## src/rtl/inst_fetch.sv

```systemverilog
// Instruction fetch stage: owns the PC, issues credit-limited word fetches and buffers the
// returned words with their PCs for decode. Redirects squash every fetch still in flight.
module inst_fetch #(
  parameter logic [31:0] RESET_PC = 32'h0000_0000,
  parameter int unsigned QDEPTH   = 4
) (
  input  logic        clk,
  input  logic        rst_n,
  output logic        imem_req_valid,
  input  logic        imem_req_ready,
  output logic [31:0] imem_req_addr,
  input  logic        imem_rsp_valid,
  input  logic [31:0] imem_rsp_data,
  input  logic        redirect_valid,
  input  logic [31:0] redirect_pc,
  output logic        inst_valid,
  input  logic        inst_ready,
  output logic [31:0] inst_code,
  output logic [31:0] inst_pc
);

  localparam int unsigned PtrW = (QDEPTH > 1) ? $clog2(QDEPTH) : 1;
  localparam int unsigned CntW = PtrW + 1;
  localparam logic [31:0] Nop  = 32'h0000_0013;

  typedef enum logic [1:0] {StReset, StRun, StDrain} state_e;

  state_e          r_state;
  logic [31:0]     r_fetch_pc;
  logic            r_req_valid;
  logic [CntW-1:0] r_q_cnt;
  logic [CntW-1:0] r_live_cnt;
  logic [CntW-1:0] r_stale_cnt;
  logic [PtrW-1:0] r_q_wr;
  logic [PtrW-1:0] r_q_rd;
  logic [PtrW-1:0] r_tag_wr;
  logic [PtrW-1:0] r_tag_rd;
  logic [31:0]     r_q_pc   [QDEPTH];
  logic [31:0]     r_q_code [QDEPTH];
  logic [31:0]     r_tag_pc [QDEPTH];

  logic            w_req_fire;
  logic            w_pop;
  logic            w_rsp_live;
  logic            w_tag_push;
  logic [CntW-1:0] w_q_cnt;
  logic [CntW-1:0] w_live_cnt;
  logic [CntW-1:0] w_stale_cnt;
  logic [CntW:0]   w_credit_sum;
  logic            w_req_valid;

  assign imem_req_valid = r_req_valid;
  assign imem_req_addr  = r_fetch_pc;
  assign inst_valid     = (r_q_cnt != '0);
  assign inst_code      = inst_valid ? r_q_code[r_q_rd] : Nop;
  assign inst_pc        = inst_valid ? r_q_pc[r_q_rd] : RESET_PC;

  always_comb begin
    w_req_fire = r_req_valid & imem_req_ready;
    w_pop      = inst_valid & inst_ready;
    // Responses are only kept once every squashed request has come back.
    w_rsp_live = imem_rsp_valid & ~redirect_valid & (r_stale_cnt == '0);
    w_tag_push = w_req_fire & ~redirect_valid;

    if (redirect_valid) begin
      w_q_cnt     = '0;
      w_live_cnt  = '0;
      w_stale_cnt = r_stale_cnt + r_live_cnt + CntW'(w_req_fire) - CntW'(imem_rsp_valid);
    end else begin
      w_q_cnt     = r_q_cnt + CntW'(w_rsp_live) - CntW'(w_pop);
      w_live_cnt  = r_live_cnt + CntW'(w_req_fire) - CntW'(w_rsp_live);
      w_stale_cnt = r_stale_cnt - CntW'(imem_rsp_valid && (r_stale_cnt != '0));
    end

    // Request valid is registered, so it is computed from next-cycle occupancy.
    w_credit_sum = {1'b0, w_q_cnt} + {1'b0, w_live_cnt} + {1'b0, w_stale_cnt};
    w_req_valid  = (w_credit_sum < (CntW + 1)'(QDEPTH));
  end

  always_ff @(posedge clk or negedge rst_n) begin
    if (!rst_n) begin
      r_state     <= StReset;
      r_fetch_pc  <= RESET_PC;
      r_req_valid <= 1'b0;
      r_q_cnt     <= '0;
      r_live_cnt  <= '0;
      r_stale_cnt <= '0;
      r_q_wr      <= '0;
      r_q_rd      <= '0;
      r_tag_wr    <= '0;
      r_tag_rd    <= '0;
    end else begin
      case (r_state)
        StReset: r_state <= StRun;
        default: r_state <= (w_stale_cnt != '0) ? StDrain : StRun;
      endcase

      r_req_valid <= w_req_valid;
      r_q_cnt     <= w_q_cnt;
      r_live_cnt  <= w_live_cnt;
      r_stale_cnt <= w_stale_cnt;

      if (redirect_valid) begin
        r_fetch_pc <= redirect_pc & 32'hFFFF_FFFC;
      end else if (w_req_fire) begin
        r_fetch_pc <= r_fetch_pc + 32'd4;
      end

      if (redirect_valid) begin
        r_q_wr   <= '0;
        r_q_rd   <= '0;
        r_tag_wr <= '0;
        r_tag_rd <= '0;
      end else begin
        if (w_rsp_live) begin
          r_q_wr   <= r_q_wr + 1'b1;
          r_tag_rd <= r_tag_rd + 1'b1;
        end
        if (w_pop) begin
          r_q_rd <= r_q_rd + 1'b1;
        end
        if (w_tag_push) begin
          r_tag_wr <= r_tag_wr + 1'b1;
        end
      end
    end
  end

  always_ff @(posedge clk) begin
    if (w_rsp_live) begin
      r_q_pc[r_q_wr]   <= r_tag_pc[r_tag_rd];
      r_q_code[r_q_wr] <= imem_rsp_data;
    end
    if (w_tag_push) begin
      r_tag_pc[r_tag_wr] <= r_fetch_pc;
    end
  end

endmodule

```

## config.mk

```make
export PLATFORM = sky130hd
export DESIGN_NAME = inst_fetch
export DESIGN_NICKNAME = d
export VERILOG_FILES = /design/src/rtl/inst_fetch.sv
export SDC_FILE = /design/constraint.sdc
export NUM_CORES = 1
export LEC_CHECK = 0
export BUFFER_PORTS_ARGS = -buffer_cell sky130_fd_sc_hd__buf_2
export CAP_MARGIN = 40
export CORE_ASPECT_RATIO = 0.5
export CORE_MARGIN = 2
export CORE_UTILIZATION = 50
export DETAILED_ROUTE_END_ITERATION = 7
export GPL_ROUTABILITY_DRIVEN = 1
export PLACE_DENSITY = 0.78
export SLEW_MARGIN = 20
export SYNTH_ARGS = -nofsm -noshare
export SYNTH_HDL_FRONTEND = slang
export SYNTH_SLANG_ARGS = --single-unit
```

## constraint.sdc

```tcl
create_clock -name clk -period 9.4 [get_ports clk]
set_input_delay 1.88 -clock clk [delete_from_list [all_inputs] [get_ports clk]]
set_output_delay 1.88 -clock clk [all_outputs]
set_load 0.03 [all_outputs]
```

Word-level counts from Yosys, hierarchy flattened
Memories as Yosys holds them, arrays and structs flattened.
Cells that the tools add are included.
{"block": "totals", "elab_cells": 61, "n_memories": 3, "output_inout_bits": 98, "mem_bits_rw": 384, "register_bits": 50, "input_bits": 70}
{"block": "op_classes", "reduce_logical": 8, "n_bitwise": 6, "magnitude_cmp": 1, "mux": 19, "n_addsub": 15}
{"memory": "r_q_code", "words": 4, "width": 32, "rd": 1, "rd_clocked_by_memory_dff": 0, "write_ports": 1, "line_no": "39", "source": "logic [31:0] r_q_code [QDEPTH];"}
{"memory": "r_q_pc", "words": 4, "width": 32, "rd": 1, "rd_clocked_by_memory_dff": 0, "write_ports": 1, "line_no": "38", "source": "logic [31:0] r_q_pc [QDEPTH];"}
{"memory": "r_tag_pc", "words": 4, "width": 32, "rd": 1, "rd_clocked_by_memory_dff": 0, "write_ports": 1, "line_no": "40", "source": "logic [31:0] r_tag_pc [QDEPTH];"}
{"cell": "2-to-1 mux 32 bit", "count": 4}
{"cell": "adder 32 x 3 -> 32 bit, second input constant", "count": 1}
{"cell": "2-to-1 mux 2 bit", "count": 8}
{"cell": "subtractor 3 x 1 -> 3 bit", "count": 4}
{"cell": "adder 3 x 1 -> 3 bit", "count": 3}
{"cell": "2-to-1 mux 3 bit", "count": 3}
{"cell": "adder 2 x 1 -> 2 bit, second input constant", "count": 4}
{"cell": "nonzero test 2 bit", "count": 4}
{"cell": "nonzero test 3 bit", "count": 2}
{"cell": "bitwise AND 1 bit", "count": 5}
{"cell": "adder 3 x 3 -> 4 bit", "count": 1}
{"cell": "adder 4 x 3 -> 4 bit", "count": 1}
{"cell": "less-than comparator 4 x 3 -> 1 bit, second input constant", "count": 1}
{"cell": "2-to-1 mux 1 bit", "count": 4}
{"cell": "adder 3 bit", "count": 1}
{"cell": "zero test 3 bit", "count": 1}
{"cell": "logical AND 1 bit", "count": 1}
{"cell": "inverter 1 bit", "count": 1}

Logic depth before layout (Yosys ltp)
Gate-level depths: netlist of the first run.
{"block": "logic_depth", "depth_word": 9, "ltp_mapped": 14, "depth_no_buf": 14}

Worst setup path before layout of the first run
OpenSTA, ideal clock, no wires.
{"block": "synth_timing", "path_kind": "input to register", "start": "input imem_req_ready", "end": "register r_req_valid (netlist: imem_req_valid)", "setup_time_ps": 119, "path_buffers": 0, "arrival_time_ps": 4681, "required_ps": 9281, "slack_ps": 4600, "path_stages": 11, "path_cell_list": "nand2_1 inv_1 fa_1 fa_1 xnor2_1 mux2i_1 xor2_1 fa_1 fa_1 xnor2_1 and2_1"}
{"block": "synth_via", "elab_chain_cells": 7, "elab_cells_between_ends": 10, "classes_between": "add/sub: 6; order compare: 1; mux: 2; bitwise: 1"}
{"item": "start: declaration", "line_no": "10", "source": "input logic imem_req_ready,"}
{"item": "bitwise AND 1 bit *", "line_no": "59", "source": "w_req_fire = r_req_valid & imem_req_ready;"}
{"item": "adder 3 x 1 -> 3 bit", "line_no": "71", "source": "w_live_cnt = r_live_cnt + CntW'(w_req_fire) - CntW'(w_rsp_live);"}
{"item": "subtractor 3 x 1 -> 3 bit", "line_no": "71"}
{"item": "2-to-1 mux 3 bit", "line_no": "65", "source": "if (redirect_valid) begin"}
{"item": "adder 3 x 3 -> 4 bit", "line_no": "76", "source": "w_credit_sum = {1'b0, w_q_cnt} + {1'b0, w_live_cnt} + {1'b0, w_stale_cnt};"}
{"item": "adder 4 x 3 -> 4 bit *", "line_no": "76"}
{"item": "less-than comparator 4 x 3 -> 1 bit *", "line_no": "77", "source": "w_req_valid = (w_credit_sum < (CntW + 1)'(QDEPTH));"}
{"item": "net w_req_valid", "line_no": "50", "source": "logic w_req_valid;"}
{"item": "end signal: assignment", "line_no": "98", "source": "r_req_valid <= w_req_valid;"}
{"item": "end: declaration", "line_no": "30", "source": "logic r_req_valid;"}
The timed path passes the listed nets; every way through them passes the cells marked *.
A chain may end at the register's enable or synchronous reset.

Final worst setup path of the first run
{"block": "layout_timing", "start": "input redirect_valid", "end": "register r_req_valid (netlist: imem_req_valid)"}
{"block": "layout_via", "elab_chain_cells": 9, "elab_cells_between_ends": 12, "classes_between": "add/sub: 5; order compare: 1; mux: 3; bitwise: 3"}
{"item": "start: declaration", "line_no": "14", "source": "input logic redirect_valid,"}
{"item": "inverter 1 bit", "line_no": "62", "source": "w_rsp_live = imem_rsp_valid & ~redirect_valid & (r_stale_cnt == '0);"}
{"item": "bitwise AND 1 bit (2 in series)", "line_no": "62"}
{"item": "adder 3 x 1 -> 3 bit", "line_no": "70", "source": "w_q_cnt = r_q_cnt + CntW'(w_rsp_live) - CntW'(w_pop);"}
{"item": "subtractor 3 x 1 -> 3 bit", "line_no": "70"}
{"item": "2-to-1 mux 3 bit", "line_no": "65"}
{"item": "adder 3 x 3 -> 4 bit", "line_no": "76"}
{"item": "adder 4 x 3 -> 4 bit *", "line_no": "76"}
{"item": "less-than comparator 4 x 3 -> 1 bit *", "line_no": "77"}
{"item": "net w_req_valid", "line_no": "50"}
Marked as above.

==> results of run 1 <==
==> cell type report <==
cell class | count | share of cell area [%]
tap | 441 | 2.84
inverter | 22 | 0.425
sequential | 416 | 63.0
clock inverter | 14 | 0.862
clock buffer | 50 | 5.38
timing repair buffer | 185 | 6.24
multi-input combinational | 395 | 21.2
antenna | 2 | 0.0257
==> state kept, by name, summed over array words and instances (netlist names) <==
register and count:
r_q_cnt 3, r_tag_rd 2, r_tag_wr 2, r_stale_cnt 3, r_tag_pc 120, r_live_cnt 3, r_q_wr 2, r_q_pc 120
imem_req_valid 1, r_q_code 128, imem_req_addr 30, r_q_rd 2
==> final timing paths <==
check	slack, ns	start	to
max in group asynchronous	7.44	rst_n	r_q_rd[0]$_DFFE_PN0P_
worst min register to register	0.56	r_stale_cnt[2]$_DFF_PN0_	r_stale_cnt[2]$_DFF_PN0_
worst min-delay path	0.56	r_stale_cnt[2]$_DFF_PN0_	r_stale_cnt[2]$_DFF_PN0_
worst max register to register	5.47	r_q_cnt[1]$_DFF_PN0_	imem_req_valid$_DFF_PN0_
min in group asynchronous	1.46	rst_n	imem_req_addr[31]$_DFFE_PN0N_
worst max-delay path	4.49	redirect_valid	imem_req_valid$_DFF_PN0_
==> routing by layer <==
metal | up-vias | share of wire [%] | track usage [%]
met5 | - | 0 | 0
met4 | 0 | 2.9 | 7.31
met3 | 69 | 6.8 | 3.03
met2 | 400 | 51 | 34.6
met1 | 4558 | 39 | 26.4
li1 | 3816 | - | -
==> cell families after synthesis <==
logic type | after synthesis | share of synthesized area, %
other cells | 1 | 0.0225
fa+ha+maj | 23 | 2.05
buf+inv | 68 | 1.71
mux | 94 | 12.6
flops | 416 | 73.6
simple gates | 192 | 6.47
compound gates | 53 | 2.03
xor+xnor | 29 | 1.53
==> report_power, final <==
group          leakage, nW  internal (mW)  total (mW)  switching (mW)
clock                0.578          0.871        1.53           0.658
sequential            3.89           2.14        2.22          0.0830
combinational         2.19          0.575        1.51           0.935
total                 6.66           3.58        5.26            1.68
==> metrics by stage <==
step	setup WS (ns)	utilization [%]	std cells	hold WS, ns
finish	4.49	59.1	1525	0.563
CTS	4.02	58.7	1518	0.553
global route	4.25	59.1	1525	0.576
global placement	3.16	54.4	1445	0.547
floorplan	4.60	-	879	0.505
detailed placement	3.48	55.0	1454	0.540
==> Yosys cell counts, drive strengths merged, types with 9 or more instances <==
cell and number:
nand4 9, and3 12, nand3 11, buf 20, a31oi 15, clkbuf 26, ha 16, xnor2 20
or4 14, mux4 92, xor2 9, o31ai 13, dfrtp 48, and2 65, nand2 32, edfxtp 368
nor2 28, o21ai 16, inv 22
==> flow_metrics.env, run 1 <==
export IMPL_status="finished clean"
export IMPL_grt_antenna_before_repair=1
export IMPL_synth_area_top_cells="edfxtp_1 (66%), mux4_2 (12%), dfrtp_1 (7.2%)"
export IMPL_nFillCells=2291
export IMPL_postSynthCellCount=876
export IMPL_postCtsSetupRepairBufs=0
export IMPL_tritoncts="yes"
export IMPL_cp_depth=15
export IMPL_ys_warn_count=0
export IMPL_skew_ns=0.0159
export IMPL_cts_max_path_buffers=3
export IMPL_multiInputGateArea_um2=4130
export IMPL_dieArea_um2=34800
export IMPL_grt_max_degree=62
export IMPL_viasPerCell=5.80
export IMPL_finalHoldViolCount=0
export IMPL_nets=1150
export IMPL_drv_slew=0
export IMPL_drv_cap=0
export IMPL_critPathBufInv=4
export IMPL_cp_top_family="adder cells"
export IMPL_syn2layout_area_growth_pct=16.9
export IMPL_cpPeakStageDelay_ns=0.54
export IMPL_max_slew_margin_pct=46.4
export IMPL_synth_area_per_cell_um2=19.0
export IMPL_fmax_mhz=204
export IMPL_cts_buffers=37
export IMPL_grtUsageTotal_pct=20.2
export IMPL_drtAntennaViolNets=0
export IMPL_post_dp_hpwl_um=20600
export IMPL_syn_cell_area_um2=16600
export IMPL_power_leakage_nw=6.66
export IMPL_clkTransAtPathRegs_ns=0.06
export IMPL_stdcell_area_um2=19500
export IMPL_timing_final_crit_period_ns=4.91
export IMPL_cpMostUsedCell="xnor2_1"
export IMPL_layout_common_cells="edfxtp_1 (368), buf_2 (162), mux4_2 (92)"
export IMPL_gp_congestion=0.803
export IMPL_grt_pass1_wl_um=52700
export IMPL_io_pins=168
export IMPL_worst_path_max_delay_cell="fa_1"
export IMPL_setup_viol=0
export IMPL_tns_ns=0
export IMPL_min_path_type="register to register"
export IMPL_dr_pass1_iters=5
export IMPL_grt_pass1_vias=9069
export IMPL_rows=47
export IMPL_cp_data_arrival_time_ns=5.33
export IMPL_ys_ff_latch=416
export IMPL_crit_required_ns=9.82
export IMPL_cts_root_buf="clkbuf_16"
export IMPL_p_per_area_nw_per_um2=270
export IMPL_placed_cell_area_um2=18100
export IMPL_ys_seq_area_share_pct=73.6
export IMPL_final_common_cell="edfxtp_1"
export IMPL_insertion_delay_ns=0.53
export IMPL_layout_drive_gt1_share_pct=32.2
export IMPL_ir_drop_uv=139
export IMPL_grt_ovfl_total=0
export IMPL_die_width_um=262
export IMPL_cts_sinks=416
export IMPL_worstPathMaxFanout=47
export IMPL_wl_per_cell_um=23.1
export IMPL_post_cts_resized=0
export IMPL_worstPathCellList="buf_2 -> buf_12 -> inv_1 -> and2_1 -> xnor2_1 -> ha_1 -> inv_1 -> fa_1 -> xnor2_1 -> xnor2_1 -> nand2_1 -> fa_1 -> fa_1 -> xnor2_1 -> and2_1"
export IMPL_rsz0062_at_grt="no"
export IMPL_r2r_cells=14
export IMPL_holdPathStages=1
export IMPL_synth_edf_count=368
export IMPL_ff_latch_area_um2=12300
export IMPL_initialDrtViolationCount=723
export IMPL_drc=0
export IMPL_synth_ff_type="edfxtp_1"
export IMPL_power_mw=5.26
export IMPL_yosys_area_top_type_share_pct=66.4
export IMPL_coreArea_um2=32900
export IMPL_crit_type="primary input to register"
export IMPL_die_h_um=133
export IMPL_async_reset_ff_share_pct=11.5
export IMPL_num_vias=8843
export IMPL_buffer_ports_inserted=161
export IMPL_wl_um=35200
export IMPL_ctsHtreeMaxLevel=2
export IMPL_synth_cell_types=40
export IMPL_holdBufCountCts=0
export IMPL_synth_top_area_cell="edfxtp_1"
export IMPL_end_kind="register"
export IMPL_period_share_pct=52.2
export IMPL_tightest_slew_ns=0.804
export IMPL_startpoint_type="primary input"
export IMPL_initial_core_util_pct=50.5
Note: power is estimated with default switching activity, not from simulation.
==> inputs of run 2 (changes only) <==
- clock period: 9.4 -> 4.6 ns (I/O delays scaled with it)
==> run 2 against run 1 <==
  * Hold slack lost 0.31 ns
  * Clock-buffer cell count shrank 2
  * Largest cell class unchanged
  * Non-clock buffer count shrank 1
  * Global-route usage shrank 0.21 points
  * Register-to-register slack lost 4.5 ns
  * Die area is the same
  * Via count shrank 1.7%
  * Power grew 99%
  * Critical endpoint unchanged
==> flow_metrics.env, run 2 (same netlist as run 1, synthesis figures left out) <==
export IMPL_cpPeakStageDelay_ns=0.54
export IMPL_startpoint_type="register"
export IMPL_regMostFlops="r_q_code"
export IMPL_die_h_um=133
export IMPL_finalHoldViolCount=0
export IMPL_die_width_um=262
export IMPL_drv_cap=0
export IMPL_coreArea_um2=32900
export IMPL_final_common_cell="edfxtp_1"
export IMPL_grt_max_degree=62
export IMPL_layout_setup_ws_ns=0.954
export IMPL_drc=0
export IMPL_nets=1149
export IMPL_finalCoreUtilization_pct=58.2
export IMPL_cp_top_family="adder cells"
export IMPL_critPathBufInv=3
export IMPL_buffer_ports_inserted=161
export IMPL_tns_ns=0
export IMPL_antenna_cells=0
export IMPL_top_regs="r_q_code (128), r_q_pc (120), r_tag_pc (120)"
export IMPL_setup_viol=0
export IMPL_rows=47
export IMPL_cts_root_buf="clkbuf_16"
export IMPL_worst_path_max_delay_cell="fa_1"
export IMPL_viasPerCell=5.71
export IMPL_tightest_slew_ns=0.810
export IMPL_grt_pass1_vias=9175
export IMPL_layout_common_cells="edfxtp_1 (368), buf_2 (161), mux4_2 (92)"
export IMPL_grtUsageTotal_pct=20.0
export IMPL_cp_data_arrival_time_ns=4.06
export IMPL_power_leakage_nw=6.56
export IMPL_end_kind="register"
export IMPL_crit_required_ns=5.01
export IMPL_skew_ns=0.0199
export IMPL_grt_ovfl_total=0
export IMPL_timing_final_crit_period_ns=3.65
export IMPL_p_per_area_nw_per_um2=546
export IMPL_nFillCells=2332
export IMPL_cts_buffers=37
export IMPL_cts_sinks=416
export IMPL_fmax_mhz=274
export IMPL_drv_slew=0
export IMPL_clkTransAtPathRegs_ns=0.07
export IMPL_gp_congestion=0.835
export IMPL_dp_slack_ns=0.425
export IMPL_post_dp_hpwl_um=20800
export IMPL_tritoncts="yes"
export IMPL_drtAntennaViolNets=0
export IMPL_min_path_type="primary input to async pin"
export IMPL_crit_type="register to register"
export IMPL_worstPathCellList="nor3_1 -> buf_4 -> clkinv_1 -> nand2_1 -> xnor2_1 -> ha_1 -> inv_1 -> fa_1 -> xnor2_1 -> xnor2_1 -> nand2_1 -> fa_1 -> fa_1 -> xnor2_1 -> and2_1"
export IMPL_status="finished clean"
export IMPL_wl_per_cell_um=22.3
export IMPL_power_mw=10.5
export IMPL_holdBufCountCts=0
export IMPL_fin_hold_ws_ns=0.254
export IMPL_largest_register_ffs=128
export IMPL_initial_core_util_pct=50.5
export IMPL_worstPathMaxFanout=4
export IMPL_r2r_cells=15
export IMPL_rsz0062_at_grt="no"
export IMPL_cp_depth=15
export IMPL_layout_drive_gt1_share_pct=30.8
export IMPL_initialDrtViolationCount=760
export IMPL_postCtsSetupRepairBufs=0
export IMPL_wl_um=34000
export IMPL_insertion_delay_ns=0.52
export IMPL_dieArea_um2=34800
export IMPL_ir_drop_uv=265
export IMPL_cts_max_path_buffers=3
export IMPL_syn2layout_area_growth_pct=15.2
export IMPL_grt_antenna_before_repair=1
export IMPL_period_share_pct=79.3
export IMPL_dr_pass1_iters=4
export IMPL_grt_pass1_wl_um=52600
export IMPL_max_slew_margin_pct=46.0
export IMPL_ctsHtreeMaxLevel=2
export IMPL_num_vias=8694
export IMPL_post_cts_resized=0
export IMPL_io_pins=168
export IMPL_cpMostUsedCell="xnor2_1"
## run 2: through the flow
step | area, um^2 | std cells
floorplan | 16700 | 879
global placement | 18000 | 1456
detailed placement | 18100 | 1458
CTS | 19200 | 1522
global route | 19200 | 1522
finish | 19200 | 1522
## run 2: per-layer routing
metal	track usage [%]	share of wire (%)	vias to the layer above
li1	-	-	3813
met5	0	0.038	-
met1	26.3	40	4509
met2	34.3	51	300
met3	3.41	5.8	70
met4	6.03	2.8	2
## run 2: path summary, 6_finish.rpt
check,from,slack (ns),to
worst min register to register,r_stale_cnt[2]$_DFF_PN0_,0.57,r_stale_cnt[2]$_DFF_PN0_
min in group clk,r_stale_cnt[2]$_DFF_PN0_,0.57,r_stale_cnt[2]$_DFF_PN0_
worst max-delay path,r_q_cnt[1]$_DFF_PN0_,0.95,imem_req_valid$_DFF_PN0_
worst min-delay path,rst_n,0.25,imem_req_addr[23]$_DFFE_PN0N_
max in group asynchronous,rst_n,3.62,r_q_rd[0]$_DFFE_PN0P_
worst max register to register,r_q_cnt[1]$_DFF_PN0_,0.95,imem_req_valid$_DFF_PN0_
## run 2: final cells by class
cell class                      instances  area [um^2]  area share, %
Clock buffer                           48          977           5.10
Inverter                               22         82.6          0.431
Clock inverter                         16          125          0.653
Tap cell                              441          552           2.88
Multi-Input combinational cell        395         4120           21.5
Sequential cell                       416        12300           63.9
Timing Repair Buffer                  184         1050           5.50
## run 2: power breakdown
part / internal (mW) / leakage [nW] / switching, mW / total, mW
combinational: 1.15 / 2.13 / 1.83 / 2.98
sequential: 4.37 / 3.89 / 0.224 / 4.59
clock: 1.61 / 0.533 / 1.28 / 2.89
==> inputs of run 3 (changes only) <==
- ABC_AREA: default -> 1
- clock period: 4.6 -> 3.8 ns (I/O delays scaled with it)
==> run 3 against run 2 <==
  * Via count increased by 34%
  * Cell area increased by 4.9%
  * First-iteration DRC count increased by 42%
  * Flip-flop and latch count unchanged
  * Critical endpoint is now inst_code[1]
  * Largest cell class unchanged
==> flow_metrics.env, run 3 <==
export IMPL_viasPerCell=5.30
export IMPL_initial_core_util_pct=50.7
export IMPL_syn2layout_area_growth_pct=15.0
export IMPL_cp_data_arrival_time_ns=2.69
export IMPL_yosys_area_top_type_share_pct=63.2
export IMPL_rows=48
export IMPL_power_leakage_nw=7.56
export IMPL_skew_ns=0.0157
export IMPL_grtUsageTotal_pct=21.3
export IMPL_ctsHtreeMaxLevel=2
export IMPL_synth_edf_count=368
export IMPL_post_dp_hpwl_um=23200
export IMPL_ys_ff_latch=416
export IMPL_post_cts_resized=0
export IMPL_cts_max_path_buffers=3
export IMPL_nets=1784
export IMPL_drv_cap=0
export IMPL_die_h_um=136
export IMPL_grt_antenna_before_repair=0
export IMPL_synth_cell_types=41
export IMPL_power_mw=13.8
export IMPL_drc=0
export IMPL_async_reset_ff_share_pct=11.5
export IMPL_finalHoldViolCount=0
export IMPL_clkTransAtPathRegs_ns=0.07
export IMPL_wl_per_cell_um=17.7
export IMPL_yosys_top_cells_count="nor2_1 (372), edfxtp_1 (368), o21ai_0 (204)"
export IMPL_top_regs="r_q_code (128), r_q_pc (120), r_tag_pc (120)"
export IMPL_coreArea_um2=34500
export IMPL_crit_required_ns=3.04
export IMPL_dr_pass1_iters=5
export IMPL_fmax_mhz=289
export IMPL_gp_congestion=0.877
export IMPL_end_kind="primary output"
export IMPL_yosysMostFrequentCell="nor2_1"
export IMPL_cts_root_buf="clkbuf_16"
export IMPL_crit_type="register to primary output"
export IMPL_dieArea_um2=36600
export IMPL_tightest_slew_ns=0.819
export IMPL_grt_pass1_vias=11176
export IMPL_drtAntennaViolNets=0
export IMPL_layout_drive_gt1_share_pct=16.9
export IMPL_io_pins=168
export IMPL_timing_final_crit_period_ns=3.45
export IMPL_antenna_cells=0
export IMPL_grt_max_degree=126
export IMPL_tritoncts="yes"
export IMPL_syn_cell_area_um2=17500
export IMPL_ys_seq_area_share_pct=70.1
export IMPL_status="finished clean"
export IMPL_min_path_type="primary input to async pin"
export IMPL_initialDrtViolationCount=1078
export IMPL_p_per_area_nw_per_um2=685
export IMPL_postSynthCellCount=1530
export IMPL_synth_ff_type="edfxtp_1"
export IMPL_grt_ovfl_total=0
export IMPL_layout_common_cells="edfxtp_1 (368), nor2_1 (363), o21ai_0 (204)"
export IMPL_placed_cells=2125
export IMPL_postCtsSetupRepairBufs=0
export IMPL_synth_top_area_cell="edfxtp_1"
export IMPL_worstPathMaxFanout=60
export IMPL_regMostFlops="r_q_code"
export IMPL_grt_pass1_wl_um=59500
export IMPL_insertion_delay_ns=0.53
export IMPL_synth_area_per_cell_um2=11.4
export IMPL_cts_buffers=38
export IMPL_buffer_ports_inserted=161
export IMPL_drv_slew=0
export IMPL_setup_viol=0
export IMPL_final_common_cell="edfxtp_1"
export IMPL_ir_drop_uv=603
export IMPL_period_share_pct=90.9
export IMPL_fin_cells=2192
export IMPL_die_width_um=268
export IMPL_ys_warn_count=0
export IMPL_holdBufCountCts=0
export IMPL_rsz0062_at_grt="no"
export IMPL_synth_area_top_cells="edfxtp_1 (63%), nor2_1 (8.0%), dfrtp_1 (6.9%)"
export IMPL_max_slew_margin_pct=45.4
export IMPL_cts_sinks=416
export IMPL_wl_um=38900
export IMPL_nFillCells=2700
export IMPL_startpoint_type="register"
export IMPL_largest_register_ffs=128
export IMPL_num_vias=11613
==> run 3: cell count changes after synthesis, moves of 51 or more <==
cell	change
nor2_1	+344
and2_1	-65
mux4_2	-92
o21ai_0	+188
inv_1	+51
a21oi_1	+64
nand2_1	+132
==> run 3: critical path, stage by stage (launching register included) <==
cell,delay (ns)
dfrtp_1,0.42
inv_1,0.07
nand2_1,0.09
nor2_4,0.11
buf_4,0.59
inv_1,0.29
o311ai_0,0.21
buf_2,0.30
==> run 3: per-layer routing <==
| metal | GRT usage, % | routed length [um] | share of wire (%) | up-vias |
|---|---|---|---|---|
| met2 | 36.3 | 19200 | 49 | 379 |
| li1 | - | - | - | 5595 |
| met5 | 0 | 0 | 0 | - |
| met4 | 7.59 | 1070 | 2.7 | 0 |
| met3 | 3.95 | 2320 | 6.0 | 76 |
| met1 | 27.5 | 16300 | 42 | 5563 |
==> run 3: stage by stage <==
stage | setup slack [ns] | hold slack (ns) | util (%) | setup TNS (ns) | instance area [um^2]
2_1_floorplan | -0.412 | 0.464 | - | -102.08 | 17500
3_3_place_gp | 0.0114 | 0.539 | 54.8 | 0 | 18900
3_5_place_dp | -0.0116 | 0.557 | 54.9 | -0.0116 | 18900
4_1_cts | 0.272 | 0.336 | 58.3 | 0 | 20100
5_1_grt | 0.0573 | 0.00593 | 58.3 | 0 | 20100
6_report | 0.346 | 0.0294 | 58.3 | 0 | 20100
==> run 3: power breakdown <==
part	leakage (nW)	internal (mW)	switching, mW
Combinational	3.07	1.19	3.16
Sequential	3.91	5.48	0.287
Clock	0.576	2.02	1.63
==> run 3: final timing paths <==
| check | cells past startpoint | slack, ns | end | start |
|---|---|---|---|---|
| max | 7 | 0.35 | inst_code[1] | r_q_cnt[1]$_DFF_PN0_ |
| min reg2reg | 1 | 0.58 | r_tag_wr[0]$_DFFE_PN0P_ | r_tag_wr[0]$_DFFE_PN0P_ |
| max reg2reg | 15 | 0.35 | imem_req_valid$_DFF_PN0_ | r_stale_cnt[2]$_DFF_PN0_ |
| max in group asynchronous | 3 | 3.11 | imem_req_addr[14]$_DFFE_PN0N_ | rst_n |
| min | 1 | 0.03 | r_stale_cnt[2]$_DFF_PN0_ | rst_n |
| min in group clk | 3 | 0.44 | imem_req_addr[16]$_DFFE_PN0N_ | redirect_pc[16] |
==> run 3: logic make-up after synthesis <==
group           after synthesis  share of synthesized area [%]
simple gates                595                           13.7
buf+inv                     162                           3.95
fa+ha+maj                    23                           1.95
flops                       416                           70.1
other cells                   1                         0.0214
xor+xnor                     14                          0.701
compound gates              319                           9.63
==> run 3: final cells by class <==
cell class              instances  area, um^2  area share, %
clock inverters                21         175          0.871
inverters                      84         317           1.57
flip-flops and latches        416       12300           61.0
multi-input cells             955        4600           22.9
well taps                     475         594           2.96
clock buffers                  45         997           4.96
repair buffers                196        1160           5.79
